--- config.mk ---
export PLATFORM = sky130hd
export DESIGN_NAME = sgpr_restore
export DESIGN_NICKNAME = d
export VERILOG_FILES = /design/src/rtl/sgpr_pkg.sv /design/src/rtl/sat_counter.sv /design/src/rtl/sgpr_restore.sv
export SDC_FILE = /design/constraint.sdc
export NUM_CORES = 1
export LEC_CHECK = 0
export ABC_CLOCK_PERIOD_IN_PS = 4200
export BUFFER_PORTS_ARGS = -buffer_cell sky130_fd_sc_hd__buf_2
export CAP_MARGIN = 20
export CORE_ASPECT_RATIO = 0.7
export CORE_UTILIZATION = 52
export DETAILED_ROUTE_END_ITERATION = 6
export HOLD_SLACK_MARGIN = 0.15
export PLACE_DENSITY_LB_ADDON = 0.08
export REMOVE_ABC_BUFFERS = 1
export SETUP_SLACK_MARGIN = 0.02
export SLEW_MARGIN = 0
export SYNTH_ARGS = -nofsm -noshare
export SYNTH_HDL_FRONTEND = slang
export SYNTH_SLANG_ARGS = --single-unit
--- constraint.sdc ---
create_clock -name clk -period 4.2 [get_ports clk]
set_clock_uncertainty 0.05 [all_clocks]
set_input_delay 1.05 -clock clk [delete_from_list [all_inputs] [get_ports clk]]
set_output_delay 1.05 -clock clk [all_outputs]
set_load 0.1 [all_outputs]
--- src/rtl/sgpr_pkg.sv ---
`default_nettype none
// ============================================================================
// Module      : sgpr_pkg
// Description : Shared types and constants for the GPR restore sequencer.
//               Holds the sequencer state encoding, the default register
//               file geometry and the index of the first restored register.
// Revision    : 1.0  initial release
// ============================================================================
package sgpr_pkg;

    // Default register file geometry
    localparam int c_NUM_REGS   = 32;
    localparam int c_DATA_WIDTH = 32;

    // x0 is hard-wired to zero in the cores, so the restore starts at x1
    localparam int c_FIRST_REG  = 1;

    // Sequencer states, explicit 3-bit encoding
    typedef enum logic [2:0] {
        ST_IDLE    = 3'd0,
        ST_HALT    = 3'd1,
        ST_READ    = 3'd2,
        ST_CAPTURE = 3'd3,
        ST_WRITE   = 3'd4,
        ST_DONE    = 3'd5
    } state_t;

endpackage : sgpr_pkg
`default_nettype wire

--- src/rtl/sat_counter.sv ---
`default_nettype none
// ============================================================================
// Module      : sat_counter
// Description : Up-counter that sticks at all-ones instead of wrapping.
//               Used to count completed GPR restore passes.
// Ports       : clk      - clock, rising edge
//               rst      - synchronous active-high reset, clears the count
//               i_inc    - add one to the count this cycle (if not saturated)
//               o_count  - current count value
// Revision    : 1.0  initial release
// ============================================================================
module sat_counter #(
    parameter int WIDTH = 8
) (
    input  logic             clk,
    input  logic             rst,
    input  logic             i_inc,
    output logic [WIDTH-1:0] o_count
);

    logic [WIDTH-1:0] r_count;

    always_ff @(posedge clk) begin
        if (rst) begin
            r_count <= '0;
        end else if (i_inc && (r_count != {WIDTH{1'b1}})) begin
            r_count <= r_count + 1'b1;
        end
    end

    assign o_count = r_count;

endmodule : sat_counter
`default_nettype wire

--- src/rtl/sgpr_restore.sv ---
`default_nettype none
// ============================================================================
// Module      : sgpr_restore
// Description : Recovery sequencer for the shared comparing GPR file. On a
//               lockstep mismatch it halts both cores, reads x1..x(N-1) back
//               from the shared GPR and replays each value into the cores'
//               local register files over a ready-handshaked write port.
//               A mismatch seen while a pass is running is remembered and
//               causes one more complete pass straight after the current one.
// Ports       : clk          - clock, rising edge
//               rst          - synchronous active-high reset
//               error_i      - comparator mismatch flag
//               halt_ack_i   - both cores report halted
//               raddr_o      - shared GPR read address
//               rdata_i      - shared GPR read data (one cycle after raddr_o)
//               we_o         - restore write valid
//               waddr_o      - restore write address
//               wdata_o      - restore write data
//               wr_ready_i   - cores accept the restore write
//               halt_o       - hold both cores
//               busy_o       - a restore sequence is in progress
//               done_o       - one-cycle pulse at the end of a pass
//               rec_count_o  - number of completed passes, saturating
// Revision    : 1.0  initial release
// ============================================================================
module sgpr_restore
    import sgpr_pkg::*;
#(
    parameter int NUM_REGS   = c_NUM_REGS,
    parameter int DATA_WIDTH = c_DATA_WIDTH,
    parameter int ADDR_WIDTH = $clog2(NUM_REGS),
    parameter int CNT_WIDTH  = 8
) (
    input  logic                  clk,
    input  logic                  rst,
    input  logic                  error_i,
    input  logic                  halt_ack_i,
    output logic [ADDR_WIDTH-1:0] raddr_o,
    input  logic [DATA_WIDTH-1:0] rdata_i,
    output logic                  we_o,
    output logic [ADDR_WIDTH-1:0] waddr_o,
    output logic [DATA_WIDTH-1:0] wdata_o,
    input  logic                  wr_ready_i,
    output logic                  halt_o,
    output logic                  busy_o,
    output logic                  done_o,
    output logic [CNT_WIDTH-1:0]  rec_count_o
);

    localparam logic [ADDR_WIDTH-1:0] c_FIRST_IDX = ADDR_WIDTH'(c_FIRST_REG);
    localparam logic [ADDR_WIDTH-1:0] c_LAST_IDX  = ADDR_WIDTH'(NUM_REGS - 1);

    state_t                r_state;
    state_t                w_next_state;
    logic [ADDR_WIDTH-1:0] r_idx;
    logic [DATA_WIDTH-1:0] r_wdata_q;
    logic                  r_pending_q;
    logic                  w_restart;
    logic                  w_last_accept;

    // A pass restarts from DONE if a mismatch was latched during the pass,
    // or if one arrives in the DONE cycle itself; either way the cores stay
    // halted and no second trip through IDLE is needed.
    assign w_restart     = r_pending_q || error_i;
    assign w_last_accept = wr_ready_i && (r_idx == c_LAST_IDX);

    // ------------------------------------------------------------------------
    // State register and datapath registers
    // ------------------------------------------------------------------------
    always_ff @(posedge clk) begin
        if (rst) begin
            r_state     <= ST_IDLE;
            r_idx       <= c_FIRST_IDX;
            r_wdata_q   <= '0;
            r_pending_q <= 1'b0;
        end else begin
            r_state <= w_next_state;

            // Register index: rewound at the start of every pass, stepped
            // only when the cores have taken the current write.
            case (r_state)
                ST_IDLE: begin
                    if (error_i) begin
                        r_idx <= c_FIRST_IDX;
                    end
                end
                ST_WRITE: begin
                    if (wr_ready_i && !w_last_accept) begin
                        r_idx <= r_idx + 1'b1;
                    end
                end
                ST_DONE: begin
                    if (w_restart) begin
                        r_idx <= c_FIRST_IDX;
                    end
                end
                default: begin
                end
            endcase

            // The read data arrives one cycle after the address was
            // presented, i.e. during CAPTURE. Holding it here keeps wdata_o
            // stable for as long as the write is back-pressured.
            if (r_state == ST_CAPTURE) begin
                r_wdata_q <= rdata_i;
            end

            // Pending flag: consumed in DONE, otherwise set by any mismatch
            // outside IDLE (an IDLE mismatch starts the pass directly).
            if (r_state == ST_DONE) begin
                r_pending_q <= 1'b0;
            end else if ((r_state != ST_IDLE) && error_i) begin
                r_pending_q <= 1'b1;
            end
        end
    end

    // ------------------------------------------------------------------------
    // Next-state logic
    // ------------------------------------------------------------------------
    always_comb begin
        w_next_state = r_state;
        case (r_state)
            ST_IDLE: begin
                if (error_i) begin
                    w_next_state = ST_HALT;
                end
            end
            ST_HALT: begin
                if (halt_ack_i) begin
                    w_next_state = ST_READ;
                end
            end
            ST_READ: begin
                w_next_state = ST_CAPTURE;
            end
            ST_CAPTURE: begin
                w_next_state = ST_WRITE;
            end
            ST_WRITE: begin
                if (wr_ready_i) begin
                    w_next_state = w_last_accept ? ST_DONE : ST_READ;
                end
            end
            ST_DONE: begin
                w_next_state = w_restart ? ST_HALT : ST_IDLE;
            end
            default: begin
                w_next_state = ST_IDLE;
            end
        endcase
    end

    // ------------------------------------------------------------------------
    // Outputs: decoded from registered state, index and captured data only,
    // so no input reaches an output combinationally.
    // ------------------------------------------------------------------------
    always_comb begin
        raddr_o = '0;
        we_o    = 1'b0;
        waddr_o = '0;
        wdata_o = '0;
        halt_o  = (r_state != ST_IDLE);
        busy_o  = (r_state != ST_IDLE);
        done_o  = (r_state == ST_DONE);
        case (r_state)
            ST_READ: begin
                raddr_o = r_idx;
            end
            ST_WRITE: begin
                we_o    = 1'b1;
                waddr_o = r_idx;
                wdata_o = r_wdata_q;
            end
            default: begin
            end
        endcase
    end

    // ------------------------------------------------------------------------
    // Completed-pass counter
    // ------------------------------------------------------------------------
    sat_counter #(
        .WIDTH (CNT_WIDTH)
    ) u_rec_count (
        .clk     (clk),
        .rst     (rst),
        .i_inc   (r_state == ST_DONE),
        .o_count (rec_count_o)
    );

endmodule : sgpr_restore
`default_nettype wire

# [Word-level counts from Yosys, hierarchy flattened]
# Cells that the tools add are included.
[classes] mux=14 addsub=2 eq_ne=12 reduce_logical=12
[op_table] cell="32-bit 2-to-1 mux" count=1
[op_table] cell="5-bit 2-to-1 mux" count=5
[op_table] cell="3-bit one-hot mux with 6 select lines" count=1
[op_table] cell="5-bit one-hot mux with 3 select lines" count=1
[op_table] cell="3-bit 2-to-1 mux" count=4
[op_table] cell="2-bit != test, second input constant" count=5
[op_table] cell="8-bit by 1-bit adder with 8-bit output, second input constant" count=1
[op_table] cell="8-bit != test, second input constant" count=1
[op_table] cell="3-bit by 2-bit == test with 1-bit output, second input constant" count=2
[op_table] cell="3-bit == test, second input constant" count=2
[op_table] cell="3-bit nonzero test" count=2
[op_table] cell="5-bit by 1-bit adder with 5-bit output, second input constant" count=1
[op_table] cell="5-bit == test, second input constant" count=1
[op_table] cell="1-bit logical AND" count=4
[op_table] cell="4-bit AND reduction" count=1
[op_table] cell="3-bit by 1-bit == test with 1-bit output, second input constant" count=1
[op_table] cell="3-bit logical NOT" count=1
[op_table] cell="3-bit AND reduction" count=1
[op_table] cell="1-bit 2-to-1 mux" count=2
[op_table] cell="2-bit OR reduction" count=1
[op_table] cell="1-bit logical NOT" count=1
[op_table] cell="1-bit logical OR" count=1
[totals] regBits=49 input_bits=37 elab_cells=45 output_inout_bits=54

# [Longest topological paths before layout]
[depth] word_depth=6 depth_mapped=7 ltp_nobuf=7

# [By module]
# Synthesis repeated with hierarchy kept, for this count alone.
[unflattened] cells_unflattened=300 area_unflattened_um2=2378.5
[modules_own_cells] mod="sgpr_restore" cells_each=254 instances=1 area_per_inst_um2=1948.1 seq_area_each_um2=820.8
[modules_own_cells] mod="sat_counter" cells_each=46 instances=1 area_per_inst_um2=430.4 seq_area_each_um2=160.2

# [Worst setup path before layout]
# Ideal clock, no wire load.
[synth_path] kind="reg-to-output" start="reg r_state[0]" end="out waddr_o[0]" setup_slack_ns=0.972 required_time_ns=3.100 n_path_buf=1 stages_incl_launch_ff=5 arrival_ns=2.128 cell_sequence="dfxtp_1 > or3b_4 > inv_2 > buf_2 > and2_1"
[synth_between] elab_chain_cells=2
[synth_lines] element="start, declared" line_no="sgpr_restore.sv:53" text="state_t r_state;"
[synth_lines] element="start signal, assigned" line_no="sgpr_restore.sv:77" text="r_state <= w_next_state;"
[synth_lines] element="3-bit == test" line_no="sgpr_restore.sv:166" text="case (r_state)"
[synth_lines] element="5-bit 2-to-1 mux" line_no="sgpr_restore.sv:166"
[synth_lines] element="end, declared" line_no="sgpr_restore.sv:41" text="output logic [ADDR_WIDTH-1:0] waddr_o,"
# No other way between the ends.

# [Worst setup path in the final report]
[layout_path] start="reg r_state[2]" end="out wdata_o[4]"
[layout_between] elab_chain_cells=2
[layout_lines] element="3-bit == test" line_no="sgpr_restore.sv:166"
[layout_lines] element="32-bit 2-to-1 mux" line_no="sgpr_restore.sv:166"
[layout_lines] element="end, declared" line_no="sgpr_restore.sv:42" text="output logic [DATA_WIDTH-1:0] wdata_o,"
# No other way between the ends.

==> results.cfg <==
[setup_path]
r2r_cells = 7
reg2reg_from = r_idx[0]$_SDFFE_PP1P_
critPathMaxFanout = 42
arrival_ns = 2.33
critPathKind = reg -> out
cp-start-kind = flop
r2r-end = r_idx[2]$_SDFFE_PP0P_
crit_path_end_kind = output pin
required_ns = 3.10
r2r_setup_slack_ns = 2.17

[synthesis]
synth_area_leaders = dfxtp_1 (42%), and2_1 (11%), nand2_1 (11%)
ys_warn_count = 0
synth.most_common_cell = nand2_1
synthTopCellsByCount = nand2_1 (68), dfxtp_1 (49), a21oi_1 (43)
synth-seq-cells = 49
ys_seq_area_share_pct = 42.2
yosysTopAreaCellShare_pct = 42.2
synthArstFlopShare_pct = 0
ys_types = 40
syn_area_per_cell_um2 = 7.81
ys.flop_type = dfxtp_1
synth_edf_count = 0
synthesis.instances = 298
synthesis.area_um2 = 2330
yosysTopAreaCell = dfxtp_1

[place]
dp_hpwl_um = 3420
placed_area_um2 = 2750
place.gp.congestion = 0.846
io_buffers = 90

[cts]
h-tree-depth = 2
cts_setup_buffers = 0
post_cts_resize_count = 0
tritoncts = built
clock_latency_ns = 0.30
clkTransAtPathRegs_ns = 0.09
cts_hold_buf = 0
cts_sinks = 49
clockBufferDepth = 2
cts-root-buf = clkbuf_8
numCtsBuffers = 5

[sta]
slew_headroom_pct = 42.7
slew_violations = 0
setup_violations = 0
hold_violations = 0
max_freq_mhz = 291
rsz0062_at_grt = no
max_slew.worst_pin.slew_ns = 0.859
min_period_over_period_pct = 81.8
setup_tns_ns = 0
timing.hold.ws_ns = 0.401
layout_min_cycle_time_ns = 3.43

[routing]
wl_per_cell_um = 11.9
ant_nets = 0
drcViolationCount = 0
dr_total_vias = 2224
dr.pass1.iters = 4
vias_per_cell = 5.20
routed_wirelength_um = 5090
drt_iter0_markers = 116

[finish]
drive_gt1_share_pct = 27.7
nets = 416
fill_cells = 380
stdcell_area_um2 = 2840
antennaDiodeCount = 0
area_growth_pct = 21.9
regArea_um2 = 981
multiInputGateArea_um2 = 1220

[global_route]
grt_start_max_net_pins = 50
grt.total_usage_pct = 22.9
grt_pass1_vias = 1885
overflow = 0
antenna_found_initial = 0
grt_pass1_wl_um = 8250

[run]
cap_violations = 0

[die]
io_pins = 91
initial_core_util_pct = 56.6
die_h_um = 58.0
core_area_um2 = 4110
die-area_um2 = 4750
die_w_um = 82.0
rows = 19

[power]
leakagePower_nw = 1.28
power_density_nw_per_um2 = 304
ir_drop_mv = 0.193
finalPower_w = 0.000863

[min_path]
min_path_type = reg -> reg
min_to = r_wdata_q[9]$_SDFFE_PP0P_
hold_path_startpoint = r_wdata_q[9]$_SDFFE_PP0P_
whs_path_depth = 2

[status]
outcome = complete, no violations
## final cells by class
type / instances / area share, %
multi-input combinational: 225 / 43.1
tap: 52 / 2.29
inverter: 3 / 0.397
clock buffer: 6 / 2.91
timing repair buffer: 92 / 16.4
clock inverter: 1 / 0.265
sequential: 49 / 34.6
## where the power goes
part,internal [W],total [W],switching (W)
clock network,0.000130,0.000280,0.000150
registers,0.000473,0.000484,0.0000107
logic,0.0000303,0.0000986,0.0000683
## worst max-delay path by stage
stage | startpoint | slack (ns) | endpoint
after floorplan | r_state[2]$_SDFFE_PP0P_ | 0.81 | waddr_o[0]
after global placement | r_state[2]$_SDFFE_PP0P_ | 1.13 | wdata_o[4]
after detailed placement | r_state[2]$_SDFFE_PP0P_ | 1.11 | wdata_o[4]
after CTS | r_state[2]$_SDFFE_PP0P_ | 0.78 | wdata_o[4]
after global routing | r_state[2]$_SDFFE_PP0P_ | 0.64 | wdata_o[20]
final | r_state[2]$_SDFFE_PP0P_ | 0.77 | wdata_o[4]
## worst max-delay path: stages, from the launching register on
cell and delay, ns:
dfxtp_1 0.52, or3b_4 0.44, inv_2 0.40, and2_1 0.23, buf_2 0.43
## cells in the final DEF, fill, tap and decap left out, types with 2 or more instances in the layout
cell type / synthesis / routed
a211oi_1: 3 / 3
a21o_1: 2 / 2
a21oi_1: 43 / 43
a31oi_1: 3 / 3
and2_1: 42 / 42
and3_1: 5 / 5
buf_2: 8 / 90
buf_4: 2 / 2
clkbuf_8: 0 / 6
dfxtp_1: 49 / 49
ha_1: 3 / 3
inv_1: 2 / 2
mux2i_1: 2 / 2
nand2_1: 68 / 68
nand3_1: 4 / 4
nand3b_1: 2 / 2
nand4_1: 3 / 3
nor2_1: 13 / 13
nor3_1: 2 / 2
o211ai_1: 3 / 3
o21ai_0: 7 / 7
xor2_1: 4 / 4
## metrics by stage
step / util [%] / worst slack [ns] / std cells
global route: 69.0 / 0.643 / 428
CTS: 69.0 / 0.777 / 428
detailed placement: 66.8 / 1.11 / 421
global placement: 66.8 / 1.13 / 421
finish: 69.0 / 0.766 / 428
floorplan: - / 0.809 / 277
## logic make-up (layout without fill, tap and decap cells)
group           count (synthesis)  in the layout  synth area share [%]
simple gates                  148            148                  31.8
compound gates                 68             68                  16.8
flops                          49             49                  42.2
buf+inv                        24            102                  5.27
xor+xnor                        4              4                  1.51
fa+ha+maj                       3              3                  1.61
mux                             2              2                 0.860
## registers in the layout (all words and copies together) (netlist names)
| name | flops |
|---|---|
| r_pending_q | 1 |
| r_idx | 5 |
| r_state | 3 |
| u_rec_count.o_count | 8 |
| r_wdata_q | 32 |
## metal layers
| layer | part of all wire [%] | GRT usage (%) |
|---|---|---|
| met5 | 0 | 0 |
| met4 | 0.90 | 7.52 |
| met3 | 6.8 | 6.77 |
| met2 | 43 | 36.6 |
| met1 | 49 | 29.7 |
Note: power is estimated with default switching activity, not from simulation.
